[src/rtl/div8by4_seq.sv]
// Sequential unsigned restoring divider: 2*WIDTH-bit dividend by WIDTH-bit divisor,
// one quotient bit per clock, valid/ready on both sides.
module div8by4_seq #(
    parameter int WIDTH = 4
) (
    input  logic                 clk,
    input  logic                 rst_n,
    input  logic                 in_valid,
    output logic                 in_ready,
    input  logic [2*WIDTH-1:0]   dividend,
    input  logic [WIDTH-1:0]     divisor,
    output logic                 out_valid,
    input  logic                 out_ready,
    output logic [2*WIDTH-1:0]   quotient,
    output logic [WIDTH-1:0]     remainder,
    output logic                 div_by_zero
);

    localparam int CNT_W = $clog2(2*WIDTH+1);
    localparam logic [CNT_W-1:0] STEPS = CNT_W'(2*WIDTH);

    typedef enum logic [1:0] {IDLE, RUN, DONE} state_t;

    state_t             state_q, state_d;
    logic [2*WIDTH-1:0] sr_q, sr_d;
    logic [WIDTH-1:0]   rem_q, rem_d;
    logic [WIDTH-1:0]   dvs_q, dvs_d;
    logic [CNT_W-1:0]   cnt_q, cnt_d;
    logic               dbz_q, dbz_d;
    logic [WIDTH:0]     shifted;
    logic [WIDTH:0]     trial;

    always_comb begin
        state_d = state_q;
        sr_d    = sr_q;
        rem_d   = rem_q;
        dvs_d   = dvs_q;
        cnt_d   = cnt_q;
        dbz_d   = dbz_q;
        shifted = {rem_q, sr_q[2*WIDTH-1]};
        trial   = shifted - {1'b0, dvs_q};
        case (state_q)
            IDLE: begin
                if (in_valid) begin
                    dvs_d   = divisor;
                    state_d = RUN;
                    if (divisor == '0) begin
                        // Zero divisor spends a single RUN cycle with the arithmetic bypassed.
                        sr_d  = '1;
                        rem_d = dividend[WIDTH-1:0];
                        dbz_d = 1'b1;
                        cnt_d = CNT_W'(1);
                    end else begin
                        sr_d  = dividend;
                        rem_d = '0;
                        dbz_d = 1'b0;
                        cnt_d = STEPS;
                    end
                end
            end
            RUN: begin
                if (!dbz_q) begin
                    sr_d  = {sr_q[2*WIDTH-2:0], ~trial[WIDTH]};
                    rem_d = trial[WIDTH] ? shifted[WIDTH-1:0] : trial[WIDTH-1:0];
                end
                cnt_d = cnt_q - CNT_W'(1);
                if (cnt_q == CNT_W'(1)) begin
                    state_d = DONE;
                end
            end
            DONE: begin
                if (out_ready) begin
                    state_d = IDLE;
                end
            end
            default: state_d = IDLE;
        endcase
    end

    always_ff @(posedge clk or negedge rst_n) begin
        if (!rst_n) begin
            state_q <= IDLE;
            sr_q    <= '0;
            rem_q   <= '0;
            dvs_q   <= '0;
            cnt_q   <= '0;
            dbz_q   <= 1'b0;
        end else begin
            state_q <= state_d;
            sr_q    <= sr_d;
            rem_q   <= rem_d;
            dvs_q   <= dvs_d;
            cnt_q   <= cnt_d;
            dbz_q   <= dbz_d;
        end
    end

    // in_ready is held low while reset is asserted even though the state is IDLE.
    assign in_ready    = rst_n & (state_q == IDLE);
    assign out_valid   = (state_q == DONE);
    assign quotient    = sr_q;
    assign remainder   = rem_q;
    assign div_by_zero = dbz_q;

endmodule

[config.mk]
export PLATFORM = sky130hd
export DESIGN_NAME = div8by4_seq
export DESIGN_NICKNAME = d
export VERILOG_FILES = /design/src/rtl/div8by4_seq.sv
export SDC_FILE = /design/constraint.sdc
export NUM_CORES = 1
export LEC_CHECK = 0
export BUFFER_PORTS_ARGS = -buffer_cell sky130_fd_sc_hd__buf_2
export CAP_MARGIN = 20
export CORE_MARGIN = 5
export CORE_UTILIZATION = 55
export CTS_BUF_LIST = sky130_fd_sc_hd__clkbuf_2 sky130_fd_sc_hd__clkbuf_4 sky130_fd_sc_hd__clkbuf_8
export CTS_CLUSTER_SIZE = 12
export DETAILED_ROUTE_END_ITERATION = 12
export PLACE_DENSITY_LB_ADDON = 0.2
export SLEW_MARGIN = 5
export SYNTH_ARGS = -nofsm -noshare
export SYNTH_HDL_FRONTEND = slang
export SYNTH_SLANG_ARGS = --single-unit
[constraint.sdc]
create_clock -name clk -period 4.05 [get_ports clk]
set_clock_uncertainty 0.2 [all_clocks]
set_input_delay 0.81 -clock clk [delete_from_list [all_inputs] [get_ports clk]]
set_output_delay 0.81 -clock clk [all_outputs]
set_load 0.01 [all_outputs]
==> results, run 1 <==
- Setup repair after global routing left no endpoint under its margin.
- The starting utilization of the core area is 0.563.
- The cell count after synthesis is 152.
- The detailed router finished its first iteration with 66 violations.
- The required time at the endpoint of the critical path is 3.04 ns.
- The main combinational cell family by area after synthesis is simple AND/OR/NAND/NOR gates.
- Dividing the final minimum period by the clock period gives 0.637.
- Across the run, the number of max-cap violations was 0.
- CTS placed an instance of sky130_fd_sc_hd__clkbuf_4 at the clock tree root.
- Of the post-synthesis cell area, the part taken by muxes is 0.0146.
- In the final layout, the share of cells above drive strength 1 is 0.227.
- The count of yosys warnings during synthesis is 0.
- TritonCTS built the clock tree.
- The endpoint of the worst setup timing path is in_ready.
- In the final routed layout, each cell accounts on average for 14.6 µm.
- Across all setup checks in the final design, the least slack found is 1.47 ns.
- The maximum fanout along the worst path is 24.
- The first global-routing pass estimated 5.42 mm of wire.
- Power spread over the standard cell area amounts to 932 nW/µm².
- After synthesis, the cell types taking the most area are sky130_fd_sc_hd__dfrtp_1, sky130_fd_sc_hd__o21ai_1, sky130_fd_sc_hd__ha_1, sky130_fd_sc_hd__nand2_1, sky130_fd_sc_hd__or3_1.
- The count of unique library cells instantiated by Yosys is 37.
- The arrival time reported for the critical path endpoint is 1.57 ns.
- The synthesis-to-finish area growth is 14.5%.
- VDD sags by at most 0.646 mV.
- In this run the critical register-to-register path is captured at remainder[2]$_DFFE_PN0P_.
- The max-slew violation total from the final report was 0.
- For this run, the detailed router's first-pass iteration total came to 4.
- The finished layout cell area is 1570 µm².
- The post-synth design cell area is 1370 µm².
- The critical path starts at rst_n.
- Counting flops and latches in the post-synthesis netlist gives 23.
- The type of the most critical hold path is in -> async.
- The commonest register cell after synthesis is sky130_fd_sc_hd__dfrtp_1.
- The number of buffers inserted by post-CTS setup repair is 0.
- STA classifies the critical path endpoint as an output port.
- The transition time at the pin with the least slew margin is 0.756 ns.
- The setup slack of the worst register-to-register path is 1.55 ns.
- The die covers 3590 µm².
- Subtracting the final worst setup slack from the clock period gives 2.58 ns.
- The synthesized net count is 175.
- The fraction of the mapped netlist area in compound gates was 0.210.
- Measured along the x axis, the die boundary spans 59.9 µm.
- Based on the critical path, the design can be clocked at up to 388 MHz.
- Of the post-synthesis cell area, the dominant cell type holds 0.420.
- The critical path goes through buf_2 > and2_1 > buf_2.
- Measured in cells, the most critical reg-to-reg path has a length of 8.
- The number of hold buffers added after cts is 0.
- Once detail routing completed, the nets flagged for antenna violations numbered 0.
- The instance area at placement is 1530 µm².
- Port buffering added 30 buffers.
- The number of inserted filler cells in the final layout is 223.
- The HPWL after detailed placement is 2.27 mm.
- The kind of launch point of the worst setup path is a primary input.
- The global-route usage over all layers is 0.197.
- The die is 59.9 µm tall.
- For this block, the routed nets add up to 3.08 mm of wire.
- The clock slew seen by the registers of the worst setup and hold paths is 0.13 ns.
- The number of antenna violations at the first check in global routing is 0.
- On the critical path, the stage with the largest delay is an instance of sky130_fd_sc_hd__buf_2.
- The delay of the slowest cell on the worst path is 0.43 ns.
- Dividing the synthesized area by the synthesized cell count gives 9.01 µm².
- The buffer depth of the longest clock path is 2.
- After synthesis, the most frequently instantiated cells are sky130_fd_sc_hd__dfrtp_1, sky130_fd_sc_hd__nand2_1, sky130_fd_sc_hd__o21ai_1.
- Across the whole layout, storage elements account for 576 µm².
- The standard-cell row count is 18.
- The share of synthesized cell area in and, or, nand and nor gates is 0.214.
- In the routed layout, each cell is associated on average with a via count of 5.73.
- 31 I/O pins were placed.
- The share of synthesized cell area in full adder, half adder and majority cells is 0.0694.
- The final number of setup-violating endpoints is 0.
- For the worst-skew pair, the clock arrives at the later sink with an insertion delay of 0.31 ns.
- Counting every sink on the clock net gives 23.
- After synthesis, the share of flip-flops with an asynchronous set or reset is 1.00.
- For this run the aggregate overflow at the end of global routing stands at 0.
- Summing all multi-input logic gate instances after layout gives 729 µm².
- The post-cts repair resize count is 0.
- Clock tree synthesis inserted a total of 3 buffers.
- In this design, the critical path's most frequently occurring cell is sky130_fd_sc_hd__buf_2.
- The detailed router placed 1210 vias in this run.
- The biggest area contributor in the post-synthesis netlist is sky130_fd_sc_hd__dfrtp_1.
- At the end of the flow, the number of nets in the layout was 205.
- The number of global-route vias before repair is 1169.
- The core area is 2430 µm².
- In this run the tightest slew margin relative to its limit is 0.496.
- The pre-CTS setup slack is 1.40 ns.
- The number of synthesized flops with an enable pin is 0.
- Summed over all cells, the static leakage comes to 0.740 nW.
- The pin count of the biggest net entering global routing is 25.
- The number of antenna repair diodes is 0.
- The number of endpoints with negative hold slack in the final report is 0.
- The last weighted congestion value of the routability-driven placer is 0.826.
- By instance count, the leading cell after synthesis is sky130_fd_sc_hd__dfrtp_1.
- The startpoint identified for the worst register-to-register timing path is quotient[7]$_DFFE_PN0P_.
- CTS built an H-tree with a depth of 1.
- The sequential element share of the synthesized area is 0.420.
- The accumulated negative setup slack is 0 ns.
- The xor/xnor share of the synthesized area is 0.0247.
- The flow ran to the end, and the final reports show no timing, DRC or antenna violations.
- In the routed design, unresolved DRC markers number 0.
- The final core utilization is 0.645.
- The critical path in this run is classified as in -> out.
## metrics by stage
step                power [mW]  cells  hold WS [ns]
global placement          1.31    206         0.283
floorplan                 1.13    152         0.250
global route              1.60    211         0.284
detailed placement        1.35    206         0.292
finish                    1.46    211         0.258
CTS                       1.47    210         0.260
## kinds of logic (layout without fill, tap and decap cells)
kind of cell	count (synthesis)	in the layout
AOI/OAI and AO/OA	44	44
buffers and inverters	16	45
adders and majority gates	7	7
muxes	2	2
DFF	23	23
and+or+nand+nor	57	57
xor gates and xnor gates	3	3
## worst min path at each step
stage,startpoint,to,slack (ns),cells past startpoint
after global routing,rst_n,cnt_q[2]$_DFFE_PN0P_,0.28,1
after CTS,rst_n,dvs_q[1]$_DFFE_PN0P_,0.26,1
final,rst_n,div_by_zero$_DFFE_PN0P_,0.26,1
after global placement,dvs_q[0]$_DFFE_PN0P_,dvs_q[0]$_DFFE_PN0P_,0.28,2
after detailed placement,dvs_q[0]$_DFFE_PN0P_,dvs_q[0]$_DFFE_PN0P_,0.29,2
after floorplan,dvs_q[0]$_DFFE_PN0P_,dvs_q[0]$_DFFE_PN0P_,0.25,2
## cell type report
class                           instances  area share
Clock buffer                            3      0.0144
Clock inverter                          1     0.00319
Inverter                                9      0.0215
Multi-Input combinational cell        113       0.465
Sequential cell                        23       0.367
Tap cell                               30      0.0239
Timing Repair Buffer                   32       0.105
## per-layer routing
metal / GRT usage / wire length [µm] / vias up / part of all wire
li1: - / - / 597 / -
met1: 0.278 / 1400 / 570 / 0.45
met2: 0.315 / 1480 / 39 / 0.48
met3: 0.0216 / 176 / 4 / 0.057
met4: 0.0633 / 21 / 0 / 0.0068
met5: 0 / 0 / - / 0
## worst max-delay path: cells and delay by family
kind,cells,cell delay [ns]
buffers and inverters,2,0.55
AND/OR/NAND/NOR,1,0.20
## registers in the layout, indices dropped and copies added (netlist names)
register / cells
dvs_q: 4
cnt_q: 4
div_by_zero: 1
state_q: 2
remainder: 4
quotient: 8
## where the power goes
group	switching, mW	internal (mW)
sequential	0.100	0.346
clock	0.0713	0.0369
combinational	0.515	0.393
## placed cells by master, fill, tap and decap left out, types with 2 or more instances in the layout
cell and instances:
sky130_fd_sc_hd__buf_2 30, sky130_fd_sc_hd__dfrtp_1 23, sky130_fd_sc_hd__nand2_1 19, sky130_fd_sc_hd__o21ai_1 16, sky130_fd_sc_hd__or3_1 10, sky130_fd_sc_hd__inv_1 9, sky130_fd_sc_hd__nor2_1 8, sky130_fd_sc_hd__a21oi_1 8
sky130_fd_sc_hd__nand3_1 7, sky130_fd_sc_hd__ha_1 6, sky130_fd_sc_hd__o21ai_0 5, sky130_fd_sc_hd__clkbuf_4 4, sky130_fd_sc_hd__a31oi_1 3, sky130_fd_sc_hd__a41oi_1 3, sky130_fd_sc_hd__and2_1 2, sky130_fd_sc_hd__nor2b_1 2
sky130_fd_sc_hd__nand2b_1 2, sky130_fd_sc_hd__xor2_1 2, sky130_fd_sc_hd__nor3_1 2, sky130_fd_sc_hd__mux2i_1 2
Note: power is estimated with default switching activity, not from simulation.
==> run 2: changes to the inputs <==
Clock period 4.05 ns to 2.6 ns, I/O delays scaled along.
==> results, run 2 (synthesis results as in run 1) <==
- The number of inserted filler cells in the final layout is 209.
- The routed design has 3.17 mm of wire.
- The final number of setup-violating endpoints is 0.
- For the worst-skew pair, the clock arrives at the later sink with an insertion delay of 0.31 ns.
- The kind of launch point of the worst setup path is a register.
- The floorplan has 18 rows.
- The multi-input combinational cell area is 729 µm².
- The most common library cell in the layout ignoring fill and taps is sky130_fd_sc_hd__buf_2.
- The critical path start-end classification is reg -> reg.
- For this run, the post-layout net count is 209.
- The met1 usage is 0.253.
- The number of buffers created by CTS is 3.
- In this run the standard cell core region covers 2430 µm².
- The fraction of power consumed by the clock network is 0.074.
- Of the total power, combinational logic draws 0.623.
- The number of global-route vias before repair came to 1258.
- The highest ir drop seen on vdd is 0.852 mV.
- The number of hold buffers added after cts is 1.
- The max-slew violation total from the final report came to 0.
- For this run, design rule violations remaining after detail routing come to 0.
- The min-delay analysis places its worst path in the category in -> reg.
- The die boundary width is 59.9 µm.
- The total clock sinks is 23.
- The die covers 3590 µm².
- The total iterations of the first detailed-routing run is 4.
- The synthesis-to-finish area growth is 16.9%.
- The static leakage is 0.759 nW.
- The fmax is 401 MHz.
- Headroom to the max-slew limit came out at 0.601.
- The detailed router finished its first iteration with 36 violations.
- The die is 59.9 µm tall.
- The post-cts repair resize count is 0.
- 31 I/O pins were placed.
- The tool flagged a number of max-cap violations equal to 0.
- The clock slew seen by the registers of the worst setup and hold paths is 0.13 ns.
- The arrival time reported for the critical path endpoint is 2.54 ns.
- The share of layout cells above drive strength 1 is 0.238.
- The global-route usage over all layers is 0.200.
- The global-route wire length before repair is 5.50 mm.
- The number of buffers inserted by post-CTS setup repair is 0.
- In the finished design, the share of the clock period the worst path needs comes to 0.959.
- Entering global routing, the biggest net connects 24 pins.
- For this configuration, the core starts out at a cell density of 0.563.
- The flip-flop count of the largest register after layout is 8.
- In the layout the commonest cells are sky130_fd_sc_hd__buf_2, sky130_fd_sc_hd__dfrtp_1, sky130_fd_sc_hd__nand2_1.
- Dividing total power by cell area gives a power density of 1440 nW/µm².
- The average vias per placed instance is 5.76.
- The worst setup path is captured at a register.
- The final core utilization is 0.658.
- At the end of routability-driven placement, the weighted congestion stood at 0.829.
- The number of antenna repair diodes is 0.
- The sequential cells in the finished layout cover a total of 576 µm².
- The global route total overflow is 0.
- The number of nets still failing antenna checks after routing is 0.
- The internal power of the cells is 1.23 mW.
- The routing usage on met3 is 0.0216.
- The CTS tree is yes.
- Of the total power, the share spent switching nets is 0.465.
- After detailed routing, the average wire length per cell comes to 14.7 µm.
- The longest clock path from root to sink contains 2 buffers.
- After global routing, the most crowded layer is met2.
- The flow ran to the end, and the final reports show no timing, DRC or antenna violations.
- In the global route stage, met2 resource usage came out at 0.352.
- At the pin with the least slew margin, the transition time is 0.597 ns.
- Buffers placed on the I/O ports in this run total 30.
- Of the total power, registers draw 0.304.
- The number of antenna violations at the first check in global routing is 0.
- In the final timing run, aggregate negative setup slack is 0 ns.
- In this run the power spent charging and discharging nets is 1.07 mW.
- Setup repair after global routing left no endpoint under its margin.
- The wire-length estimate of the detail-placed layout is 2.40 mm.
- In this run the worst path has a maximum fanout of 7.
- The required time at the endpoint of the critical path is 2.65 ns.
- The number of endpoints with negative hold slack in the final report is 0.
- The clock tree root buffer cell is sky130_fd_sc_hd__clkbuf_4.
- The routed layout has 1239 vias.
- The minimum period implied by the final worst setup slack is 2.49 ns.
- The H-tree depth is 1.
-- run 2: per-stage QoR --
| step | worst slack (ns) | hold WS [ns] | total power [mW] | area [µm²] | cells |
|---|---|---|---|---|---|
| after global routing | 0.00114 | 0.214 | 2.51 | 1600 | 215 |
| after floorplan | 0.223 | 0.0244 | 1.75 | 1370 | 152 |
| after detailed placement | 0.155 | 0.293 | 2.13 | 1560 | 210 |
| after global placement | 0.241 | 0.283 | 2.07 | 1560 | 210 |
| final | 0.107 | 0.223 | 2.30 | 1600 | 215 |
| after CTS | 0.118 | 0.210 | 2.32 | 1600 | 215 |
-- run 2: worst paths after layout --
path | slack, ns | start | to | depth (start not counted)
setup / recovery | 0.11 | quotient[7]$_DFFE_PN0P_ | remainder[2]$_DFFE_PN0P_ | 8
hold / removal | 0.22 | divisor[0] | dvs_q[0]$_DFFE_PN0P_ | 3
setup reg to reg | 0.11 | quotient[7]$_DFFE_PN0P_ | remainder[2]$_DFFE_PN0P_ | 8
hold reg to reg | 0.31 | dvs_q[0]$_DFFE_PN0P_ | dvs_q[0]$_DFFE_PN0P_ | 2
max in group asynchronous | 1.43 | rst_n | cnt_q[3]$_DFFE_PN0P_ | 3
min in group asynchronous | 0.53 | rst_n | dvs_q[3]$_DFFE_PN0P_ | 3
-- run 2: power by group through the flow --
stage | registers (mW) | clock network, mW | logic, mW
after floorplan | 0.722 | 0 | 1.03
after global placement | 0.696 | 0 | 1.37
after detailed placement | 0.705 | 0 | 1.43
after CTS | 0.697 | 0.180 | 1.44
after global routing | 0.727 | 0.190 | 1.60
final | 0.699 | 0.170 | 1.43
-- run 2: area by class of cell --
class | instances | share of cell area
sequential | 23 | 0.359
timing repair buffer | 36 | 0.123
multi-input combinational | 113 | 0.455
inverter | 9 | 0.0211
clock buffer | 3 | 0.0141
clock inverter | 1 | 0.00312
tap | 30 | 0.0234
-- run 2: routing by layer --
layer,up-vias,part of all wire
li1,606,-
met1,604,0.45
met2,27,0.50
met3,2,0.044
met4,0,0.0047
met5,-,0
-- run 2: worst max-delay path: stages, from the launching register on --
cell and delay, ns:
sky130_fd_sc_hd__dfrtp_1 0.41, sky130_fd_sc_hd__inv_1 0.08, sky130_fd_sc_hd__ha_1 0.23, sky130_fd_sc_hd__fa_1 0.39
sky130_fd_sc_hd__nand2b_1 0.20, sky130_fd_sc_hd__o2bb2ai_4 0.19, sky130_fd_sc_hd__xnor2_2 0.18, sky130_fd_sc_hd__or3_1 0.39
sky130_fd_sc_hd__a31oi_1 0.16
==> run 3: changes to the inputs <==
Settings changed: RECOVER_POWER set to 50.
==> results, run 3 (synthesis results as in run 1) <==
- The type of element capturing the critical path is a register.
- Leaving out fill and tap cells, the most frequent cells in the layout are sky130_fd_sc_hd__buf_2, sky130_fd_sc_hd__dfrtp_1, sky130_fd_sc_hd__nand2_1.
- The total clock sinks is 23.
- The global route total overflow is 0.
- The final number of setup-violating endpoints is 0.
- In the final routed layout, each cell accounts on average for 14.8 µm.
- The fmax is 400 MHz.
- After clock tree synthesis, the clock-pin slew on the worst setup and hold paths is 0.13 ns.
- The number of nets still failing antenna checks after routing is 0.
- The storage element area is 576 µm².
- In the finished design, the share of the clock period the worst path needs comes to 0.962.
- Power spread over the standard cell area amounts to 1430 nW/µm².
- The maximum fanout along the worst path is 7.
- After detailed routing, the total wire length is 3.19 mm.
- The flow ran to the end, and the final reports show no timing, DRC or antenna violations.
- At the end of the flow, the number of nets in the layout was 209.
- TritonCTS built the clock tree.
- Data on the critical path is required at its endpoint by 2.65 ns.
- The number of design-rule violations left by the first detailed-router iteration is 31.
- The transition time at the pin with the least slew margin is 1.26 ns.
- Buffers placed on the I/O ports in this run total 30.
- After clock tree synthesis, the repair step resized 0 gates.
- The number of inserted filler cells in the final layout is 211.
- The accumulated negative setup slack is 0 ns.
- The die covers 3590 µm².
- The synthesis-to-finish area growth is 16.3%.
- The number of endpoints with negative hold slack in the final report is 0.
- The overall via count from detail_route is 1234.
- Summed over all cells, the static leakage comes to 0.748 nW.
- The core area is 2430 µm².
- The clock latency at the later pin of the worst-skew pair is 0.31 ns.
- In this run the tightest slew margin relative to its limit is 0.160.
- In this run the clock root is driven by a sky130_fd_sc_hd__clkbuf_4.
- The max-slew violation total from the final report is 0.
- The number of global-route vias before repair is 1258.
- The die boundary width is 59.9 µm.
- The starting utilization of the core area is 0.563.
- The minimum period implied by the final worst setup slack is 2.50 ns.
- The number of antenna repair diodes is 0.
- In the routed layout, each cell is associated on average with a via count of 5.74.
- Across the run, the number of max-cap violations was 0.
- The share of layout cells above drive strength 1 is 0.222.
- The last weighted congestion value of the routability-driven placer is 0.829.
- The count of unresolved DRC violations after routing is 0.
- The number of antenna violations at the first check in global routing was 0.
- The worst setup path is launched from a register.
- At the worst endpoint, the arrival time is 2.55 ns.
- The final HPWL from detailed placement is 2.40 mm.
- The highest ir drop seen on vdd is 0.851 mV.
- Excluding fillers, the count of instances in the completed layout stands at 215.
- The total iterations of the first detailed-routing run is 4.
- Setup repair after global routing left no endpoint under its margin.
- The register with the most flip-flops in the layout has 8 of them.
- The placed cell count is 210.
- Final hold analysis gives a worst-case slack of 0.222 ns.
- Traced cell by cell, the critical path runs through inv_1 > ha_1 > fa_1 > nand2b_1 > o2bb2ai_4 > xnor2_2 > or3_1 > a31oi_1.
- The family with the most delay on the worst path is adder cells.
- The most common library cell in the layout ignoring fill and taps is sky130_fd_sc_hd__buf_2.
- The number of top-level pins is 31.
- The H-tree depth is 1.
- The buffer depth of the longest clock path is 2.
- For this run, the share of the core covered by cells in the final layout is 0.655.
- The multi-input combinational cell area is 729 µm².
- The master of the slowest instance on the critical path is sky130_fd_sc_hd__dfrtp_1.
- Across every metal layer, demand over resource in global routing totals 0.200.
- The first global-routing pass estimated 5.50 mm of wire.
- The initialized floorplan defines 18 standard-cell rows.
- The number of buffer and inverter stages on the critical path is 1.
- The die extent in y is 59.9 µm.
- The type of the most critical hold path is in -> reg.
- Buffers inserted during clock tree synthesis total 3.
- The pin count of the biggest net entering global routing is 24.
- The critical path start-end classification is reg -> reg.
- In this design, the stage delay of the slowest critical-path cell is 0.41 ns.
## run 3: cell count changes in the layout (fill, tap and decap cells not counted)
cell,change
sky130_fd_sc_hd__and2_1,-1
sky130_fd_sc_hd__and2_0,+1
sky130_fd_sc_hd__o21ai_1,-4
sky130_fd_sc_hd__buf_4,-2
sky130_fd_sc_hd__clkbuf_1,+3
sky130_fd_sc_hd__o21ai_0,+4
sky130_fd_sc_hd__buf_2,-1
## run 3: layout make-up
type                            count  share of cell area
Multi-Input combinational cell    113               0.458
Sequential cell                    23               0.361
Timing Repair Buffer               36               0.119
Tap cell                           30              0.0236
Inverter                            9              0.0212
Clock buffer                        3              0.0141
Clock inverter                      1             0.00314
## run 3: where the power goes
group	leakage, nW	internal [mW]	switching, mW
sequential	0.277	0.539	0.160
combinational	0.454	0.621	0.794
clock	0.0177	0.0575	0.113
total	0.748	1.22	1.07
## run 3: path summary, 6_finish.rpt
path                                            endpoint                    start  depth (start not counted)  slack (ns)
worst min register to register      cnt_q[2]$_DFFE_PN0P_     cnt_q[2]$_DFFE_PN0P_                          1        0.32
worst min-delay path                dvs_q[0]$_DFFE_PN0P_               divisor[0]                          3        0.22
min in group asynchronous           dvs_q[3]$_DFFE_PN0P_                    rst_n                          3        0.93
worst max register to register  remainder[2]$_DFFE_PN0P_  quotient[7]$_DFFE_PN0P_                          8         0.1
worst max-delay path            remainder[2]$_DFFE_PN0P_  quotient[7]$_DFFE_PN0P_                          8         0.1
max in group asynchronous           cnt_q[3]$_DFFE_PN0P_                    rst_n                          3        0.54
## run 3: metrics by stage
| step | area [µm²] | setup slack (ns) | power, mW |
|---|---|---|---|
| 2_1_floorplan | 1370 | 0.223 | 1.75 |
| 3_3_place_gp | 1560 | 0.241 | 2.07 |
| 3_5_place_dp | 1560 | 0.155 | 2.13 |
| 4_1_cts | 1600 | 0.118 | 2.32 |
| 5_1_grt | 1590 | 0.000994 | 2.49 |
| 6_report | 1590 | 0.0977 | 2.28 |
## run 3: per-layer routing
layer | track usage | up-vias | part of all wire
met2 | 0.352 | 27 | 0.50
met3 | 0.0216 | 2 | 0.043
met5 | 0 | - | 0
met4 | 0.0696 | 0 | 0.0047
li1 | - | 604 | -
met1 | 0.253 | 601 | 0.45
## run 3: worst register-to-register path: cells and delay by family, from the launching register on
kind	cells	cell delay (ns)
and+or+nand+nor	2	0.59
DFF	1	0.41
adders and majority gates	2	0.62
AOI/OAI and AO/OA	2	0.35
xor gates and xnor gates	1	0.18
buffers and inverters	1	0.09
## run 3: timing repair
item,4_1_cts,5_1_grt
endpoints found under the hold margin,23,0
buffers inserted,0,0
hold buffers,1,0
